File: config.mk
export PLATFORM = sky130hd
export DESIGN_NAME = mealy_seq_detector_flat
export DESIGN_NICKNAME = d
export VERILOG_FILES = /design/src/rtl/mealy_seq_pkg.sv /design/src/rtl/mealy_seq_detector_if.sv /design/src/rtl/mealy_seq_detector.sv /design/src/flat_wrapper.sv
export SDC_FILE = /design/constraint.sdc
export NUM_CORES = 1
export LEC_CHECK = 0
export CAP_MARGIN = 20
export CORE_AREA = 2 2 39 41
export CTS_CLUSTER_DIAMETER = 200
export DETAILED_ROUTE_END_ITERATION = 8
export DIE_AREA = 0 0 41 43
export REMOVE_ABC_BUFFERS = 1
export SETUP_SLACK_MARGIN = 0.05
export SLEW_MARGIN = 20
export SYNTH_ARGS = -nofsm -noshare
export SYNTH_HDL_FRONTEND = slang
export SYNTH_SLANG_ARGS = --single-unit
File: constraint.sdc
create_clock -name clk -period 1 [get_ports clk]
set_input_delay 0.25 -clock clk [delete_from_list [all_inputs] [get_ports clk]]
set_output_delay 0.25 -clock clk [all_outputs]
set_load 0.01 [all_outputs]
File: src/rtl/mealy_seq_pkg.sv
// Shared types and constants for the 1101 serial sequence detector.
package mealy_seq_pkg;

    localparam int STATE_W = 2;

    // Each state names the longest useful prefix of 1101 seen so far.
    typedef enum logic [STATE_W-1:0] {
        S_IDLE = 2'b00,
        S_1    = 2'b01,
        S_11   = 2'b10,
        S_110  = 2'b11
    } state_t;

    // Pattern being searched for, first-arrived bit in the MSB.
    localparam logic [3:0] PATTERN = 4'b1101;

endpackage

File: src/rtl/mealy_seq_detector_if.sv
// Serial stream interface: one data bit in, one detect flag out.
interface mealy_seq_detector_if;

    logic in_seq;
    logic seq_detected;

    // The stream source drives bits and observes detections.
    modport master (
        output in_seq,
        input  seq_detected
    );

    // The detector consumes bits and reports detections.
    modport slave (
        input  in_seq,
        output seq_detected
    );

endinterface

File: src/rtl/mealy_seq_detector.sv
// Mealy detector for the serial pattern 1101 (first-arrived bit first).
// The detect flag is combinational and rises in the same cycle as the final 1.
module mealy_seq_detector
    import mealy_seq_pkg::*;
#(
    parameter bit OVERLAP = 1'b1
) (
    input  logic                 clk,
    input  logic                 rst,
    mealy_seq_detector_if.slave  seq_if
);

    state_t state_reg;
    state_t state_next;

    // Next-state logic; the trailing 1 of a match seeds the next one only with OVERLAP.
    always_comb begin
        state_next = S_IDLE;
        case (state_reg)
            S_IDLE:  state_next = seq_if.in_seq ? S_1   : S_IDLE;
            S_1:     state_next = seq_if.in_seq ? S_11  : S_IDLE;
            S_11:    state_next = seq_if.in_seq ? S_11  : S_110;
            S_110: begin
                if (seq_if.in_seq) begin
                    state_next = OVERLAP ? S_1 : S_IDLE;
                end else begin
                    state_next = S_IDLE;
                end
            end
            default: state_next = S_IDLE;
        endcase
    end

    // State register; rst low at an edge discards any partial match.
    always_ff @(posedge clk) begin
        if (!rst) begin
            state_reg <= S_IDLE;
        end else begin
            state_reg <= state_next;
        end
    end

    // Gating with rst keeps the output low during reset even if the state is unknown.
    assign seq_if.seq_detected = rst & (state_reg == S_110) & seq_if.in_seq;

endmodule

File: src/flat_wrapper.sv
// flat-port wrapper written by rule: the top's interface ports become plain ports
module mealy_seq_detector_flat import mealy_seq_pkg::*;
#(
    parameter bit OVERLAP = 1'b1
)
  (clk, rst, seq_if_in_seq, seq_if_seq_detected);
  mealy_seq_detector_if seq_if_i ();
  input  logic clk;
  input  logic rst;
  input wire logic [$bits(seq_if_i.in_seq)-1:0] seq_if_in_seq;
  output wire logic [$bits(seq_if_i.seq_detected)-1:0] seq_if_seq_detected;
  assign seq_if_i.in_seq = seq_if_in_seq;
  assign seq_if_seq_detected = seq_if_i.seq_detected;
  mealy_seq_detector #(.OVERLAP(OVERLAP)) u_core (.clk(clk), .rst(rst), .seq_if(seq_if_i));
endmodule
Yosys cells after proc, flatten, opt, wreduce, memory -nomap -nowiden
Index checks and enable logic that the tools add are counted.
- multiplexer cells: 4
- reductions and logical operators: 2
- bitwise gates (word level): 2
- eq/ne operators: 3
- operator list (kind ; number):
    one-hot mux 2 bit (3 select lines) ; 1
    == test 2 bit (second input constant) ; 2
    AND 1 bit ; 2
    == test 2 x 1 -> 1 bit (second input constant) ; 1
    zero test 2 bit ; 1
    2-to-1 mux 1 bit ; 2
    2-to-1 mux 2 bit ; 1
    OR reduction 2 bit ; 1
- flip-flop bits (word level): 2
- word-level logic and storage cells: 12
- input port bits: 3
- output and inout bits: 1

Depth between registers and ports, before layout
Gate-level depths: netlist (run 1).
- depth after elaboration: 3
- gate-level depth with buffers: 4
- depth with buffers taken out: 4

Worst setup path after synthesis (run 1)
OpenSTA, ideal clock, no wires.
- kind: register to output
- start point: register u_core.state_reg[0]
- end point: output seq_if_seq_detected
- required time: 0.750 ns
- arrival: 0.686 ns
- path slack: 0.064 ns
- path buffers: 0
- stages on the path, launching flop included: 3
- path through: dfxtp_1 > ha_1 > and3_2
- word-level cells in the longest chain between the ends: 3
- RTL lines (element ; RTL line ; RTL):
    start, declared ; mealy_seq_detector.sv:13 ; state_t state_reg;
    start signal, assigned ; mealy_seq_detector.sv:39 ; state_reg <= state_next;
    == test 2 bit ; mealy_seq_detector.sv:44 ; assign seq_if.seq_detected = rst & (state_reg == S_110) & seq_if.in_seq;
    AND 1 bit (2 in a row) ; mealy_seq_detector.sv:44 ;
    end, declared ; flat_wrapper.sv:11 ; output wire logic [$bits(seq_if_i.seq_detected)-1:0] seq_if_seq_detected;
Every way passes these cells.

Final worst setup path (run 1)
Ends and elaborated chain as after synthesis.

==> results of run 1 <==
## cells by family after synthesis
family / Yosys count / synth area share
fa+ha+maj: 3 / 0.300
buf+inv: 2 / 0.0600
flops: 2 / 0.320
simple gates: 3 / 0.160
mux: 2 / 0.160
## per-layer routing
layer / vias to the layer above / global-route usage / share of wire
li1: 59 / - / -
met1: 48 / 0.0192 / 0.32
met2: 3 / 0.0625 / 0.59
met3: 0 / 0.0314 / 0.084
met4: 0 / 0.0200 / 0
met5: - / 0 / 0
## critical path: stages (launching register included)
cell     delay [ps]
dfxtp_2         310
ha_2            160
and3_4          160
buf_6           110
## synthesized netlist by cell type (all sizes together)
| cell type | instances |
|---|---|
| inv | 2 |
| dfxtp | 2 |
| and3 | 1 |
| ha | 3 |
| nor2b | 2 |
| mux2i | 2 |
## per-stage QoR
step | hold slack, ps | power (mW) | std cells | setup WS [ps] | utilization
final | 498 | 0.318 | 38 | -210 | 0.183
after global routing | 516 | 0.343 | 38 | -238 | 0.183
after CTS | 505 | 0.323 | 38 | -215 | 0.181
after detailed placement | 740 | 0.139 | 35 | -666 | 0.148
after global placement | 744 | 0.139 | 35 | -660 | 0.148
after floorplan | 378 | 0.111 | 12 | 63.5 | -
## area by class of cell
type	instances	area, um^2
timing repair buffer	7	58.8
tap	16	20.0
inverter	2	10.0
sequential	2	42.5
multi-input combinational	8	98.8
clock buffer	3	22.5
fill	148	1130
## report_power, final
part	total [mW]	internal, mW	switching [mW]
registers	0.0906	0.0876	0.00302
clock network	0.172	0.132	0.0403
logic	0.0552	0.0321	0.0231
## worst max-delay path by stage
| stage | endpoint | slack, ps | start | cells past startpoint |
|---|---|---|---|---|
| 3_3_place_gp | seq_if_seq_detected | -660 | seq_if_in_seq | 3 |
| 2_1_floorplan | seq_if_seq_detected | 60 | u_core.state_reg[0] | 2 |
| 5_1_grt | seq_if_seq_detected | -240 | u_core.state_reg[0] | 3 |
| 6_report | seq_if_seq_detected | -210 | u_core.state_reg[0] | 3 |
| 4_1_cts | seq_if_seq_detected | -210 | u_core.state_reg[1] | 3 |
| 3_5_place_dp | seq_if_seq_detected | -670 | rst | 3 |
## timing repair
item,CTS,global route
setup endpoints to repair,3,3
gates resized for setup,15,2
pin swaps,3,2
buffers inserted,0,0
==> impl_results.md, run 1 <==
- Status: complete, but fails checks
- Failing checks: negative setup slack
- Synth top area share: 0.320
- Total die area: 0.00176 mm^2
- Worst-path clk slew: 30 ps
- Slew HR: 0.903
- Area contributors post-synth: dfxtp_1 32%, ha_1 30%, mux2i_1 16%
- Static leakage: around 0.11 nW
- Worst hold path endpoint: u_core.state_reg[1]
- Worst Hold Class: in -> reg
- Die W: just over 40 um
- Drt wl/cell: a little under 7 um
- CP startpoint kind: flip-flop
- FF-to-FF End: u_core.state_reg[0]
- PD cells: 1260 mW/mm^2
- Average size of a mapped cell: 10.4 um^2
- IO Count: 4
- Final Worst Setup Slack: -210 ps
- Peak VDD IR: between 0.3 and 0.4 mV
- Detail Route Antenna Nets: 0
- Setup Skew: 3.33 ps
- P&R area growth vs syn: 102%
- # setup viols final: 2
- Setup TNS Final: -272 ps
- Num CTS Buffers: 3
- Vias in the first global route: 122
- Design area: ~250 um^2
- Crit Reg-Reg Startpoint: u_core.state_reg[0]
- Clock buffer depth: 2
- Hold Violations, Final: 0
- GR Overflow Total: 0
- Syn. warnings: 0
- CTS Root Cell: clkbuf_4
- Largest net degree at the start of global routing: 3
- Number of synthesized register bits: 2
- Cells on worst reg2reg path: 5
- Synth Instances: 12
- Max FFs per register: 2
- Num rows: 14
- Core Region: 0.00138 mm^2
- Placer Congestion: 0.439
- Share of post-route cells with drive strength above 1: 0.727
- Synth cell types: 6
- Hold Path Depth: 3
- MaxCap Viol Count: 0
- Number of diodes: 0
- Die Y: 43 um
- Port buffer count: 3
- Critical Path RT: 750 ps
- Initial DRC Count: 1
- Sequential-to-total area share from yosys stat: 0.320
- Hold path startpoint: rst
- Tmin final: 1210 ps
- Global-route wire length before repair: between 300 and 400 um
- Mean number of vias per cell: 2.89
- Antenna violations before repair: 0
- Hold_buf cts: 0
- H-Tree Depth: 1
- CP Capture Type: output port
- Via count: 110
- Max Transition Viols Final: 0
- Placed Area: 205 um^2
- # DRC: 0
- F_max: 0.827 GHz
- Fin crit share: 1.21
- Critical Path AT: 960 ps
- Clock latency on the worst-skew pair: ~220 ps
- Max FO, Critical Path: 2
- FF-to-FF setup slack: -60 ps
- Slew @ Worst Pin: 142 ps
- Sink Count: 2
- Initial Utilization: 0.0904
- Commonest cells after routing, fill and taps aside: 4 x buf_4, 3 x clkbuf_4
- TritonRoute pass-1 iters: 2
- RSZ-0062 raised after global routing: true
- Total GRT Usage: 0.0351
- Top cell type by total area after synthesis: dfxtp_1
- CTS tree: built
- Nets: 30
- DRT Wirelength: 262 um
- CP Class: reg -> out
- Synth Cell Area: between 100 and 150 um^2
- Most common cell after layout, fill and taps aside: buf_4
Note: power is estimated with default switching activity, not from simulation.
==> run 2, diff against run 1 <==
--- a/config.mk
+++ b/config.mk
@@ -5,7 +5,6 @@
 export SDC_FILE = /design/constraint.sdc
 export NUM_CORES = 1
 export LEC_CHECK = 0
-export CAP_MARGIN = 20
 export CORE_AREA = 2 2 39 41
 export CTS_CLUSTER_DIAMETER = 200
 export DETAILED_ROUTE_END_ITERATION = 8
==> results of run 2 <==
The final DEF is identical to that of run 1; final timing and power are the same.
==> RTL edit 1: new RTL, settings of run 1 <==
Encoding of `state_t`: now one-hot (4 bits for 4 states).
--- a/src/rtl/mealy_seq_pkg.sv
+++ b/src/rtl/mealy_seq_pkg.sv
@@ -5,9 +5,9 @@
 
     // Each state names the longest useful prefix of 1101 seen so far.
-    typedef enum logic [STATE_W-1:0] {
-        S_IDLE = 2'b00,
-        S_1    = 2'b01,
-        S_11   = 2'b10,
-        S_110  = 2'b11
+    typedef enum logic [3:0] {
+        S_IDLE = 4'b0001,
+        S_1    = 4'b0010,
+        S_11   = 4'b0100,
+        S_110  = 4'b1000
     } state_t;
 
Formal check against the unedited RTL: same outputs for any inputs over 10 cycles, from zero or initial values and one cycle with rst low; not proved beyond that.
==> RTL edit 1 against run 1 <==
- the flow still finishes with violations (negative setup slack)
- count of clock-buffer cells in the layout unchanged
- synthesized cell count is 58% higher
- final cell count rose by 26%
- total power increased by 42%
- first-iteration DRC count increased by 100%
- wire length up 100%
- sequential share of layout area up 4.7 points
- non-clock buffer count up 5
- global-route usage is 4.3 points higher
- final area increased by 56%
- sequential cell count increased by 2
- synthesized area increased by 83%
- worst setup slack lost 0.040 ns
- critical endpoint unchanged
- largest power group unchanged
==> RTL edit 1: results (changes against run 1) <==
stage,metric,value,unit,change
global_route,grt_use_met3,7.85,%,+4.7 points
critical_path,reg2reg_setup_slack,0,ns,+0.06 ns
sta,tightestPinTransition,0.232,ns,+0.0902 ns
yosys,synth_xor_area_share,11.5,%,+11 points
route,vias,201,,+83%
layout,clkCellAreaFrac,5.70,%,-3.2 points
critical_path,worst_ep_arrival_time,1.00,ns,+0.04 ns
cts,post-cts-setup-buffers,2,,+2
cts,clock_latency,0.24,ns,+0.02 ns
outcome,outcome,"finished, violations left",,
critical_path,r2r-end,u_core.state_reg[0],,
layout,design.seq.count,4,,+2
sta,setup_slack,-0.250,ns,-0.0404 ns
power,vdd_drop_max,0.000516,V,+34%
sta,holdWs,0.441,ns,-0.0572 ns
placement,dp_cells,43,,+23%
sta,finalSetupViolations,1,,-1
yosys,synth_common_cells,"dfxtp_1, nor3_1, xnor2_1",,
yosys,synthDistinctLibCells,14,,+8
layout,final_cells,48,,+26%
layout,seq_area_share,21.5,%,+4.7 points
placement,dpl_cell_area,313,sq um,+52%
layout,buffer_area_share,23.7,%,+0.47 points
placement,gp_congestion,0.606,,+38%
min_path,hp-start,seq_if_in_seq,,
outcome,failed_checks,negative setup slack,,
yosys,synthCells,19,,+7
yosys,avgSynthCellArea,12.1,sq um,+16%
critical_path,rr_startpoint,u_core.state_reg[0],,
==> RTL edit 1: cell count changes after synthesis, moves of 2 or more <==
cell	run 1	this run
nor3_1	0	2
mux2i_1	2	0
nor2b_1	2	0
inv_1	2	0
ha_1	3	0
dfxtp_1	2	4
xnor2_1	0	2
==> RTL edit 1: power by group <==
group | switching (mW) | internal, mW | leakage [nW] | total, mW
logic | 0.0363 | 0.0395 | 0.0977 | 0.0758
clock network | 0.0668 | 0.134 | 0.0138 | 0.201
registers | 0.00635 | 0.168 | 0.0337 | 0.174
==> RTL edit 1: kinds of logic (layout without fill, tap and decap cells) <==
logic type                count (synthesis)  in the layout
DFF                                       4              4
AOI/OAI and AO/OA                         1              1
xor gates and xnor gates                  3              3
buffers and inverters                     2             15
and+or+nand+nor                           9              9
==> RTL edit 1: critical path, stage by stage (launching register included) <==
cell	delay (ns)
dfxtp_2	0.32
nor4_4	0.27
buf_2	0.17
==> RTL edit 2: new RTL, config.mk and constraints of run 1 <==
Made on the original files. Make the reset (`rst`) asynchronous in one clocked block.
--- a/src/rtl/mealy_seq_detector.sv
+++ b/src/rtl/mealy_seq_detector.sv
@@ -33,5 +33,5 @@
 
     // State register; rst low at an edge discards any partial match.
-    always_ff @(posedge clk) begin
+    always_ff @(posedge clk or negedge rst) begin
         if (!rst) begin
             state_reg <= S_IDLE;
Function: same outputs for any inputs over 10 cycles, from zero or initial values and one cycle with rst low; that may be too few to reach the edited logic, so the function may still have changed.
==> RTL edit 2 against run 1 <==
- the flow still finishes with violations (negative setup slack)
- synthesized area rose by 2.0%
- worst setup slack worse by 0.081 ns
- non-clock buffer count is 1 lower
- critical path type unchanged
- core utilization shrank 1.5 points
- sequential cell count did not move
- final cell count down 7.9%
- clock skew about the same
- hold slack got worse by 0.19 ns
- wire length grew 1.1%
- global-route usage grew 1.0 points
- final area down 8.4%
Power is not compared: it rests on default switching activity, and its combinational part moved more than twofold at a synthesized area within 25%.
==> RTL edit 2: results (changes against run 1) <==
stage,metric,value,unit,change
outcome,outcome,"finished, violations left",,
outcome,failed_checks,negative setup slack,,
yosys,synth_warnings,0,,unchanged
global_route,grt_usage,4.52,%,+1.0 points
sta,fin_skew,0.00291,ns,-0.000417 ns
yosys,synth.area.top_cells,"dfrtp_1, ha_1, mux2_4, mux2_2, inv_1",,
critical_path,cp_max_fo,2,,unchanged
layout,drive_gt1_share,63.2,%,-9.6 points
placement,placement.io_buffers,3,,unchanged
layout,antenna_cells,0,,unchanged
global_route,antenna_found_initial,0,,unchanged
critical_path,max_stage_delay,0.37,ns,+0.06 ns
global_route,grt_pass1_vias,119,,-2.5%
route,drtIter0Drc,0,,-1
cts,numCtsBuffers,3,,unchanged
placement,place_ws,-0.710,ns,-0.0448 ns
sta,final_max_slew_viol_count,0,,unchanged
cts,htree_levels,1,,unchanged
global_route,grt_max_degree,4,,+1
placement,dp_cells,32,,-8.6%
critical_path,crit_slowest_cell,dfrtp_1,,
route,wl_per_cell,7.57,microns,+9.8%
cts,cts-root-buf,clkbuf_4,,
route,firstDrtPassIters,1,,-1
yosys,synthCells,10,,-2
critical_path,cp_top_family,flip-flops,,
layout,largest_reg_flops,2,,unchanged
yosys,seq_area_frac_synth,39.2,%,+7.2 points
placement,gp_congestion,0.731,,+67%
cts,clkTransAtPathRegs,0.03,ns,about the same
global_route,grt_first_pass_wirelength,448,microns,+20%
layout,final_cells,35,,-7.9%
critical_path,worst_ep_arrival_time,1.04,ns,+0.08 ns
yosys,synthDistinctLibCells,6,,unchanged
cts,clock_latency,0.22,ns,about the same
sta,relSlewSlack,91.7,%,+1.4 points
min_path,hp-class,in -> async,,
sta,setup_slack,-0.291,ns,-0.0812 ns
power,p_leak,0.116,nW,
yosys,synth_common_cells,"ha_1, dfrtp_1, inv_1",,
sta,finalSetupViolations,3,,+1
cts,clock_path_buffers,2,,unchanged
yosys,synthArstFlopShare,100,%,+100 points
sta,tns,-0.568,ns,-0.297 ns
power,vdd_drop_max,0.000567,V,
layout,layout.nets,27,,-10%
route,vias,98,,-11%
placement,dpl_cell_area,200,sq um,-2.4%
## RTL edit 2: changes by cell type after synthesis, sizes merged
cell	delta
dfrtp	+2
dfxtp	-2
mux2	+2
mux2i	-2
nor2b	-2
## RTL edit 2: logic make-up after synthesis
family	Yosys count	share of synthesized area, %
DFF	2	39.2
muxes	2	20.6
adders and majority gates	3	29.4
buffers and inverters	2	5.88
and+or+nand+nor	1	4.91
## RTL edit 2: worst paths after layout
path / slack [ns] / cells past startpoint / endpoint / from
min reg2reg: 0.73 / 3 / u_core.state_reg[0] / u_core.state_reg[1]
min: 0.31 / 2 / u_core.state_reg[0] / rst
max: -0.29 / 3 / seq_if_seq_detected / u_core.state_reg[1]
min in group clk: 0.48 / 2 / u_core.state_reg[0] / seq_if_in_seq
max reg2reg: -0.15 / 4 / u_core.state_reg[1] / u_core.state_reg[1]
max in group asynchronous: 0.60 / 2 / u_core.state_reg[1] / rst
## RTL edit 2: what timing repair did
action,in CTS,in global routing
setup endpoints to repair,3,3
resized for setup,8,0
pin swaps,1,0
setup buffers,2,0
## RTL edit 2: routing by layer
layer,vias to the layer above,wire length [microns],global-route usage [%]
met2,4,118,5.31
met1,44,116,4.19
met4,0,0,4.00
met3,0,30,4.71
met5,-,0,0
li1,50,-,-
## RTL edit 2: area by class of cell
type | count | area (sq um)
clock buffers | 3 | 22.5
inverters | 2 | 7.51
flip-flops and latches | 2 | 50.0
multi-input cells | 6 | 85.1
fillers | 155 | 1150
well taps | 16 | 20.0
repair buffers | 6 | 46.3
## RTL edit 2: power breakdown
part           switching [mW]  internal (mW)
logic                  0.0961          0.158
registers              0.0192          0.118
clock network          0.0439          0.132
total                   0.159          0.408
